`src/rtl/edge_event_if.sv`:
```
// Bundles the per-channel pin, mode, clear and status signals of edge_event_unit.
// The slave modport is the unit's view; the master modport is the controller's view.
interface edge_event_if #(
  parameter int unsigned CHANNELS = 4,
  parameter int unsigned CNT_W    = 8
);
  localparam int unsigned SelW = (CHANNELS > 1) ? $clog2(CHANNELS) : 1;

  logic [CHANNELS-1:0]   p_i;
  logic [2*CHANNELS-1:0] mode_i;
  logic [CHANNELS-1:0]   clr_i;
  logic [SelW-1:0]       cnt_sel_i;
  logic [CHANNELS-1:0]   r_o;
  logic [CHANNELS-1:0]   pend_o;
  logic                  irq_o;
  logic [CNT_W-1:0]      cnt_o;

  modport slave (
    input  p_i, mode_i, clr_i, cnt_sel_i,
    output r_o, pend_o, irq_o, cnt_o
  );

  modport master (
    output p_i, mode_i, clr_i, cnt_sel_i,
    input  r_o, pend_o, irq_o, cnt_o
  );
endinterface

```
`src/rtl/edge_event_unit.sv`:
```
// Multi-channel synchronise/debounce/edge-detect unit with sticky pending flags,
// saturating per-channel event counters and an ORed interrupt line.
module edge_event_unit #(
  parameter int unsigned CHANNELS        = 4,
  parameter int unsigned SYNC_STAGES     = 2,
  parameter int unsigned DEBOUNCE_CYCLES = 4,
  parameter int unsigned CNT_W           = 8
) (
  input logic        clk_i,
  input logic        rst_ni,
  edge_event_if.slave bus
);

  localparam int unsigned DbW  = $clog2(DEBOUNCE_CYCLES + 1);
  localparam int unsigned SelW = (CHANNELS > 1) ? $clog2(CHANNELS) : 1;
  localparam logic [DbW-1:0]   DbLast = DbW'(DEBOUNCE_CYCLES - 1);
  localparam logic [CNT_W-1:0] CntMax = '1;

  typedef enum logic [1:0] {StLow, StLowPend, StHigh, StHighPend} db_state_e;

  logic [SYNC_STAGES-1:0] sync_q   [CHANNELS];
  db_state_e              state_q  [CHANNELS];
  db_state_e              state_d  [CHANNELS];
  logic [DbW-1:0]         db_cnt_q [CHANNELS];
  logic [DbW-1:0]         db_cnt_d [CHANNELS];
  logic [CNT_W-1:0]       ev_cnt_q [CHANNELS];
  logic [CNT_W-1:0]       ev_cnt_d [CHANNELS];

  logic [CHANNELS-1:0] s;
  logic [CHANNELS-1:0] rise;
  logic [CHANNELS-1:0] fall;
  logic [CHANNELS-1:0] r_q, r_d;
  logic [CHANNELS-1:0] pend_q, pend_d;
  logic                irq_q;
  logic [CNT_W-1:0]    cnt_mux;

  always_comb begin
    s = '0;
    for (int c = 0; c < CHANNELS; c++) begin
      s[c] = sync_q[c][SYNC_STAGES-1];
    end
  end

  // Debounce FSM: a level change is accepted only after DEBOUNCE_CYCLES stable samples.
  always_comb begin
    rise = '0;
    fall = '0;
    for (int c = 0; c < CHANNELS; c++) begin
      state_d[c]  = state_q[c];
      db_cnt_d[c] = db_cnt_q[c];
      unique case (state_q[c])
        StLow: begin
          if (s[c]) begin
            if (DEBOUNCE_CYCLES == 1) begin
              state_d[c] = StHigh;
              rise[c]    = 1'b1;
            end else begin
              state_d[c]  = StLowPend;
              db_cnt_d[c] = DbW'(1);
            end
          end
        end
        StLowPend: begin
          if (!s[c]) begin
            state_d[c]  = StLow;
            db_cnt_d[c] = '0;
          end else if (db_cnt_q[c] == DbLast) begin
            state_d[c]  = StHigh;
            db_cnt_d[c] = '0;
            rise[c]     = 1'b1;
          end else begin
            db_cnt_d[c] = db_cnt_q[c] + DbW'(1);
          end
        end
        StHigh: begin
          if (!s[c]) begin
            if (DEBOUNCE_CYCLES == 1) begin
              state_d[c] = StLow;
              fall[c]    = 1'b1;
            end else begin
              state_d[c]  = StHighPend;
              db_cnt_d[c] = DbW'(1);
            end
          end
        end
        StHighPend: begin
          if (s[c]) begin
            state_d[c]  = StHigh;
            db_cnt_d[c] = '0;
          end else if (db_cnt_q[c] == DbLast) begin
            state_d[c]  = StLow;
            db_cnt_d[c] = '0;
            fall[c]     = 1'b1;
          end else begin
            db_cnt_d[c] = db_cnt_q[c] + DbW'(1);
          end
        end
        default: begin
          state_d[c]  = StLow;
          db_cnt_d[c] = '0;
        end
      endcase
    end
  end

  // A qualified edge overrides a same-cycle clear: the counter restarts at 1.
  always_comb begin
    logic hit;
    r_d    = '0;
    pend_d = pend_q;
    for (int c = 0; c < CHANNELS; c++) begin
      hit         = (rise[c] & bus.mode_i[2*c]) | (fall[c] & bus.mode_i[2*c+1]);
      r_d[c]      = hit;
      ev_cnt_d[c] = ev_cnt_q[c];
      if (bus.clr_i[c]) begin
        pend_d[c]   = 1'b0;
        ev_cnt_d[c] = '0;
      end
      if (hit) begin
        pend_d[c] = 1'b1;
        if (bus.clr_i[c]) begin
          ev_cnt_d[c] = CNT_W'(1);
        end else if (ev_cnt_q[c] != CntMax) begin
          ev_cnt_d[c] = ev_cnt_q[c] + CNT_W'(1);
        end
      end
    end
  end

  // Out-of-range selects match no channel and read as zero.
  always_comb begin
    cnt_mux = '0;
    for (int c = 0; c < CHANNELS; c++) begin
      if (bus.cnt_sel_i == SelW'(c)) begin
        cnt_mux = ev_cnt_q[c];
      end
    end
  end

  always_ff @(posedge clk_i or negedge rst_ni) begin
    if (!rst_ni) begin
      for (int c = 0; c < CHANNELS; c++) begin
        sync_q[c]   <= '0;
        state_q[c]  <= StLow;
        db_cnt_q[c] <= '0;
        ev_cnt_q[c] <= '0;
      end
      r_q    <= '0;
      pend_q <= '0;
      irq_q  <= 1'b0;
    end else begin
      for (int c = 0; c < CHANNELS; c++) begin
        sync_q[c]   <= {sync_q[c][SYNC_STAGES-2:0], bus.p_i[c]};
        state_q[c]  <= state_d[c];
        db_cnt_q[c] <= db_cnt_d[c];
        ev_cnt_q[c] <= ev_cnt_d[c];
      end
      r_q    <= r_d;
      pend_q <= pend_d;
      irq_q  <= |pend_q;
    end
  end

  assign bus.r_o    = r_q;
  assign bus.pend_o = pend_q;
  assign bus.irq_o  = irq_q;
  assign bus.cnt_o  = cnt_mux;

endmodule

```
`src/flat_wrapper.sv`:
```
// flat-port wrapper written by rule: the top's interface ports become plain ports
module edge_event_unit_flat 
#(
  parameter int unsigned CHANNELS        = 4,
  parameter int unsigned SYNC_STAGES     = 2,
  parameter int unsigned DEBOUNCE_CYCLES = 4,
  parameter int unsigned CNT_W           = 8
)
  (clk_i, rst_ni, bus_p_i, bus_mode_i, bus_clr_i, bus_cnt_sel_i, bus_r_o, bus_pend_o, bus_irq_o, bus_cnt_o);
  edge_event_if #(.CHANNELS(CHANNELS), .CNT_W(CNT_W)) bus_i ();
  input logic clk_i;
  input logic rst_ni;
  input wire logic [$bits(bus_i.p_i)-1:0] bus_p_i;
  input wire logic [$bits(bus_i.mode_i)-1:0] bus_mode_i;
  input wire logic [$bits(bus_i.clr_i)-1:0] bus_clr_i;
  input wire logic [$bits(bus_i.cnt_sel_i)-1:0] bus_cnt_sel_i;
  output wire logic [$bits(bus_i.r_o)-1:0] bus_r_o;
  output wire logic [$bits(bus_i.pend_o)-1:0] bus_pend_o;
  output wire logic [$bits(bus_i.irq_o)-1:0] bus_irq_o;
  output wire logic [$bits(bus_i.cnt_o)-1:0] bus_cnt_o;
  assign bus_i.p_i = bus_p_i;
  assign bus_i.mode_i = bus_mode_i;
  assign bus_i.clr_i = bus_clr_i;
  assign bus_i.cnt_sel_i = bus_cnt_sel_i;
  assign bus_r_o = bus_i.r_o;
  assign bus_pend_o = bus_i.pend_o;
  assign bus_irq_o = bus_i.irq_o;
  assign bus_cnt_o = bus_i.cnt_o;
  edge_event_unit #(.CHANNELS(CHANNELS), .SYNC_STAGES(SYNC_STAGES), .DEBOUNCE_CYCLES(DEBOUNCE_CYCLES), .CNT_W(CNT_W)) u_core (.clk_i(clk_i), .rst_ni(rst_ni), .bus(bus_i));
endmodule
```
`config.mk`:
```
export PLATFORM = sky130hd
export DESIGN_NAME = edge_event_unit_flat
export DESIGN_NICKNAME = d
export VERILOG_FILES = /design/src/rtl/edge_event_if.sv /design/src/rtl/edge_event_unit.sv /design/src/flat_wrapper.sv
export SDC_FILE = /design/constraint.sdc
export NUM_CORES = 1
export LEC_CHECK = 0
export BUFFER_PORTS_ARGS = -buffer_cell sky130_fd_sc_hd__buf_4
export CAP_MARGIN = 20
export CORE_MARGIN = 5
export CORE_UTILIZATION = 43
export DETAILED_ROUTE_END_ITERATION = 7
export PLACE_DENSITY = 0.67
export SYNTH_ARGS = -nofsm -noshare
export SYNTH_HDL_FRONTEND = slang
export SYNTH_SLANG_ARGS = --single-unit
```
`constraint.sdc`:
```
create_clock -name clk_i -period 2.4 [get_ports clk_i]
set_input_delay 0.24 -clock clk_i [delete_from_list [all_inputs] [get_ports clk_i]]
set_output_delay 0.24 -clock clk_i [all_outputs]
set_load 0.01 [all_outputs]
```
## Word level (Yosys, flattened, before mapping)

Cells that the tools add are included.

| storage, ports and cells | value |
|---|---|
| word-level logic and storage cells | 199 |
| flip-flop bits (word level) | 69 |

| operators by class | value |
|---|---|
| equal/unequal tests | 39 |
| reduce and logical (&&, ||, !) cells | 18 |
| bitwise operators | 12 |
| mux-type cells | 100 |
| $add $sub $neg | 8 |

Operator list:

| cell | number |
|---|---|
| 8-bit two-way mux | 20 |
| 3-bit two-way mux | 20 |
| 2-bit two-way mux | 24 |
| 3-bit one-hot mux with 4 select lines | 4 |
| 8-bit by 1-bit adder with 8-bit output, second input constant | 4 |
| 8-bit inequality test, second input constant | 4 |
| 2-bit one-hot mux with 4 select lines | 4 |
| 1-bit two-way mux | 28 |
| 2-bit == test, second input constant | 10 |
| 4-bit AND reduction | 4 |
| 3-bit by 1-bit adder with 3-bit output, second input constant | 4 |
| 3-bit by 2-bit == test with 1-bit output, second input constant | 4 |
| 3-bit by 1-bit inequality test with 1-bit output, second input constant | 4 |
| 3-bit inequality test, second input constant | 4 |
| 2-bit by 1-bit == test with 1-bit output, second input constant | 5 |
| 2-bit logical NOT | 5 |
| 1-bit AND | 8 |
| 2-bit by 1-bit inequality test with 1-bit output, second input constant | 4 |
| 2-bit inequality test, second input constant | 4 |
| 2-bit AND reduction | 4 |
| 2-bit nonzero test | 4 |
| 1-bit OR | 4 |
| 4-bit OR reduction | 1 |

## Depth between registers and ports, before layout

| depth | value |
|---|---|
| word-level depth | 7 |
| mapped depth | 6 |
| depth with buffers taken out | 6 |

## Worst setup path before layout

OpenSTA, ideal clock, no wires.

| timing | value |
|---|---|
| kind | register -> register |
| start | register u_core.db_cnt_q[9] (netlist name) |
| end | register u_core.ev_cnt_q[28] (netlist name) |
| buffers on the path | 1 |
| cell stages (with the launch flop) | 7 |
| path slack | 0.826 ns |
| arrival | 1.435 ns |
| library setup time | 0.140 ns |
| path through | dfrtp_1 -> ha_1 -> nand3b_1 -> a21o_1 -> clkbuf_1 -> o311ai_0 -> o41ai_1 |

RTL lines:

| element | line | text |
|---|---|---|
| start: declaration | edge_event_unit.sv:24 | `logic [DbW-1:0] db_cnt_q [CHANNELS];` |
| start signal: indexed assignment | edge_event_unit.sv:155 | `db_cnt_q[c] <= db_cnt_d[c];` |
| end signal: indexed assignment | edge_event_unit.sv:156 | `ev_cnt_q[c] <= ev_cnt_d[c];` |
| end: declaration | edge_event_unit.sv:26 | `logic [CNT_W-1:0] ev_cnt_q [CHANNELS];` |

==> impl.org <==
** Pwr
- Summed over all cells, the static leakage comes to roughly 1.7 nW.
- The design draws 3.058 mW.
- VDD sags by at most between 0.3 and 0.4 mV.
- Dividing total power by cell area gives a power density of 755.0 nW/µm².

** Setup path
- The number of buffers and inverters on the critical path is 0.
- STA classifies the critical path startpoint as a register.
- Data arrives at the worst endpoint at 2.07 ns.
- In this design, the largest share of critical-path delay is due to simple AND/OR/NAND/NOR gates.
- The critical path goes through ha_1 -> nand3b_1 -> a21o_1 -> or4_1 -> a21oi_1.
- Data on the critical path is required at its endpoint by between 2 and 3 ns.
- The critical path in this run is classified as reg2reg.
- Slowest-stage cell, CP :: or4_1
- The worst setup path is captured at a register.
- Max Fanout on Critical Path :: 14
- In this design, the stage delay of the slowest critical-path cell is 0.54 ns.

** Die
- Area of the core region :: 7767 µm²
- Die boundary width :: 99.47 µm
- Rows :: 32
- Die H :: 99.47 µm
- The initial utilization of the core area, before any placement, comes to 44.31%.
- The floorplan step defined a die boundary enclosing 9894 µm².
- I/O pin count :: 37

** Logic synthesis
- Post-synthesis share of cell area spent on full adders, half adders and majority gates :: 2.908%
- In this run the biggest area consumer among cell types represents 50.16% of the synthesized area.
- Synth area leader :: dfrtp_1
- Syn Nets :: 350
- Post-Syn Area per Cell :: 10.69 µm²
- Count of unique library cells instantiated by Yosys :: 48
- The most common cell in the synthesized netlist is dfrtp_1.
- Share of the yosys chip area belonging to registers :: between 50% and 60%
- Cell count after synthesis :: 322
- After synthesis, the largest family of logic cells by area is simple AND/OR/NAND/NOR gates.
- The synthesized netlist devotes around 1.5% of its cell area to XOR and XNOR gates.
- Simple-Gate Fraction of Synth Area :: between 10% and 20%
- Ranked by total cell area, the synthesized netlist is headed by dfrtp_1, mux4_2, a21oi_1.
- Post-synthesis register bit count :: 69
- Among all flip-flop cells after synthesis, the most frequent one is dfrtp_1.
- Multiplexer share of the synthesized area :: 6.652%
- Ranked by instance count, the synthesized netlist is headed by dfrtp_1, a21oi_1, nand2_1.
- Counting flops with a built-in enable in the synthesized netlist gives 0.
- The mapped netlist covers around 3400 µm².
- For this run, asynchronously set or reset flops after synthesis account for 100.0%.
- Fraction of the mapped netlist area in compound gates :: 17.67%
- Synth warn :: 0

** Cells and area
- 0 antenna diodes ended up in the layout.
- After routing the design area is 4050 µm².
- For this run, the number of standard cells in the final layout without fillers is 470.
- The area growth from synthesis to layout is 17.67%.
- At the end of the flow, the number of nets in the layout was 391.
- At the end of the flow the core is filled with cells to between 50% and 60%.
- Share of post-route cells with drive strength above 1 :: 17.93%

** Status
- The checks that failed: hold timing.
- Status :: complete, but fails checks

** Detailed routing
- Total wire length after detailed routing :: 6.968 mm
- After detailed routing, the number of remaining DRC violations is 0.
- After detailed routing, the average wire length per cell comes to 14.83 µm.
- In the routed layout, each cell is associated on average with a via count of 5.723.
- Remaining number of nets flagged by the antenna check after routing :: 0
- After the first detailed-routing iteration, the DRC count stood at ~140.
- Before antenna repair, the detailed router went through 4 iterations.
- The routed layout has 2690 vias.

** CTS
- After clock tree synthesis, the clock-pin slew on the worst setup and hold paths is 0.08 ns.
- Clock tree root buffer cell :: clkbuf_8
- TritonCTS sink count :: 69
- In this run, post-CTS hold repair placed 4 buffers.
- Clock insertion delay at the later pin of the skew report :: 0.34 ns
- Clock tree from TritonCTS :: done
- Setup fix buffers added after clock tree synthesis :: 0
- Level count of the clock H-tree :: 3
- No sink is reached through more buffers than the 2 on the longest clock path.
- Once the clock tree was built, the resizer swapped 0 gates to a different size.
- Inserted Clock Buffers :: 9

** Global routing
- First-pass GRT wire length :: 11.70 mm
- Entering global routing, the biggest net connects 70 pins.
- Number of global-route vias before repair :: ~2500
- GRT overflow :: 0
- In the global route stage, overall resource usage came out at 14.71%.
- Antenna violations before repair :: 0

** Placed design
- Pre-CTS setup slack :: 0.6179 ns
- The number of placed instances, taps included, is between 400 and 500.
- The wire-length estimate of the detail-placed layout is between 4 and 5 mm.
- The congestion estimate from routability-driven global placement came to 0.8784.
- In this run the cell area measured after placement is 3786 µm².
- During placement, the flow inserted port buffers numbering 36.

** Flow run
- The tool flagged a number of max-cap violations equal to 0.

** Timing
- Max Fclk :: 0.5553 GHz
- The clock period could shrink to 1.801 ns.
- Final number of max-transition violations :: 0
- Number of hold-slack violations in the final timing report :: 2
- Setup WS post-layout :: 0.5993 ns
- RSZ-0062 raised after global routing :: false
- For the pin with the worst max-slew slack, the measured transition is ~0.85 ns.
- Setup violations remaining at the end of the flow were counted as 0.
- Final worst clock skew :: between 0.007 and 0.008 ns
- After routing, the total negative slack on setup checks comes to 0 ns.
- Slew margin rel. :: 43.57%
- Final hold analysis gives a worst-case slack of -0.006404 ns.
- Portion of the clock cycle consumed by the worst path in the final layout :: 75.03%

** Hold path
- Worst min path class :: in2async
-- cell families (layout without fill, tap and decap cells) --
family                   count (synthesis)  in the layout
XOR/XNOR                                 6              6
buffers and inverters                   24             70
adder cells (fa/ha/maj)                  8              8
AND/OR/NAND/NOR                        111            111
flip-flops                              69             69
AO/OA/AOI/OAI                           92             92
multiplexers                            12             12
-- cells in the final DEF (no fill, tap or decap), types with 2 or more instances in the layout --
master / Yosys / final
nand4_1: 6 / 6
bufinv_16: 0 / 2
a41o_1: 2 / 2
or4_1: 10 / 10
nor2_1: 18 / 18
nand3_1: 10 / 10
dlygate4sd3_1: 0 / 4
and2_1: 3 / 3
nand4b_1: 2 / 2
a21o_1: 9 / 9
nor3_1: 5 / 5
inv_1: 13 / 13
xnor2_1: 2 / 2
o21ai_0: 16 / 16
or3_1: 5 / 5
mux4_2: 7 / 7
clkbuf_8: 0 / 10
nor4_1: 2 / 2
a211oi_1: 4 / 4
mux2_2: 4 / 4
dfrtp_1: 69 / 69
clkinv_2: 0 / 2
buf_4: 1 / 36
nand3b_1: 12 / 12
o41ai_1: 8 / 8
a21oi_1: 27 / 27
o21a_1: 5 / 5
nand2b_1: 2 / 2
o311ai_1: 3 / 3
nor2b_1: 7 / 7
nor4b_1: 2 / 2
nand2_1: 22 / 22
ha_1: 8 / 8
o211ai_1: 4 / 4
xor2_1: 4 / 4
o31ai_1: 9 / 9
-- registers in the layout (all words and copies together), names as in the netlist, named ones only --
register	flops
u_core.sync_q	4
u_core.ev_cnt_q	32
u_core.bus.r_o	4
u_core.bus.irq_o	1
u_core.db_cnt_q	12
u_core.state_q	4
u_core.bus.pend_o	4
u_core.s	4
-- where the power goes --
group	switching [mW]	internal [mW]	total, mW
registers	0.144	1.32	1.46
logic	0.272	0.272	0.544
clock network	0.443	0.611	1.05
-- final timing paths --
check | from | end | slack (ns) | cells after the start
hold reg to reg | u_core.sync_q[2] | u_core.s[2] | 0.35 | 0
setup / recovery | u_core.db_cnt_q[6] | u_core.ev_cnt_q[20] | 0.60 | 5
min in group clk_i | bus_clr_i[0] | u_core.ev_cnt_q[26] | 0.10 | 2
max in group asynchronous | rst_ni | u_core.ev_cnt_q[16] | 1.85 | 1
setup reg to reg | u_core.db_cnt_q[6] | u_core.ev_cnt_q[20] | 0.60 | 5
hold / removal | rst_ni | u_core.state_q[6] | -0.006 | 1
-- layout make-up --
| type | count | area (µm²) |
|---|---|---|
| clock buffers | 10 | 137.6 |
| clock inverters | 6 | 86.33 |
| well taps | 102 | 127.6 |
| fillers | 712 | 3717 |
| flip-flops and latches | 69 | 1727 |
| inverters | 14 | 52.55 |
| multi-input cells | 229 | 1609 |
| repair buffers | 40 | 310.3 |
-- per-layer routing --
layer	wire length, µm	track usage (%)	up-vias
met5	0	0	-
met4	59	5.252	0
met3	525	4.137	6
met2	3206	22.11	72
met1	3176	20.38	1304
li1	-	-	1308
Power figures use the tool's default switching activity.
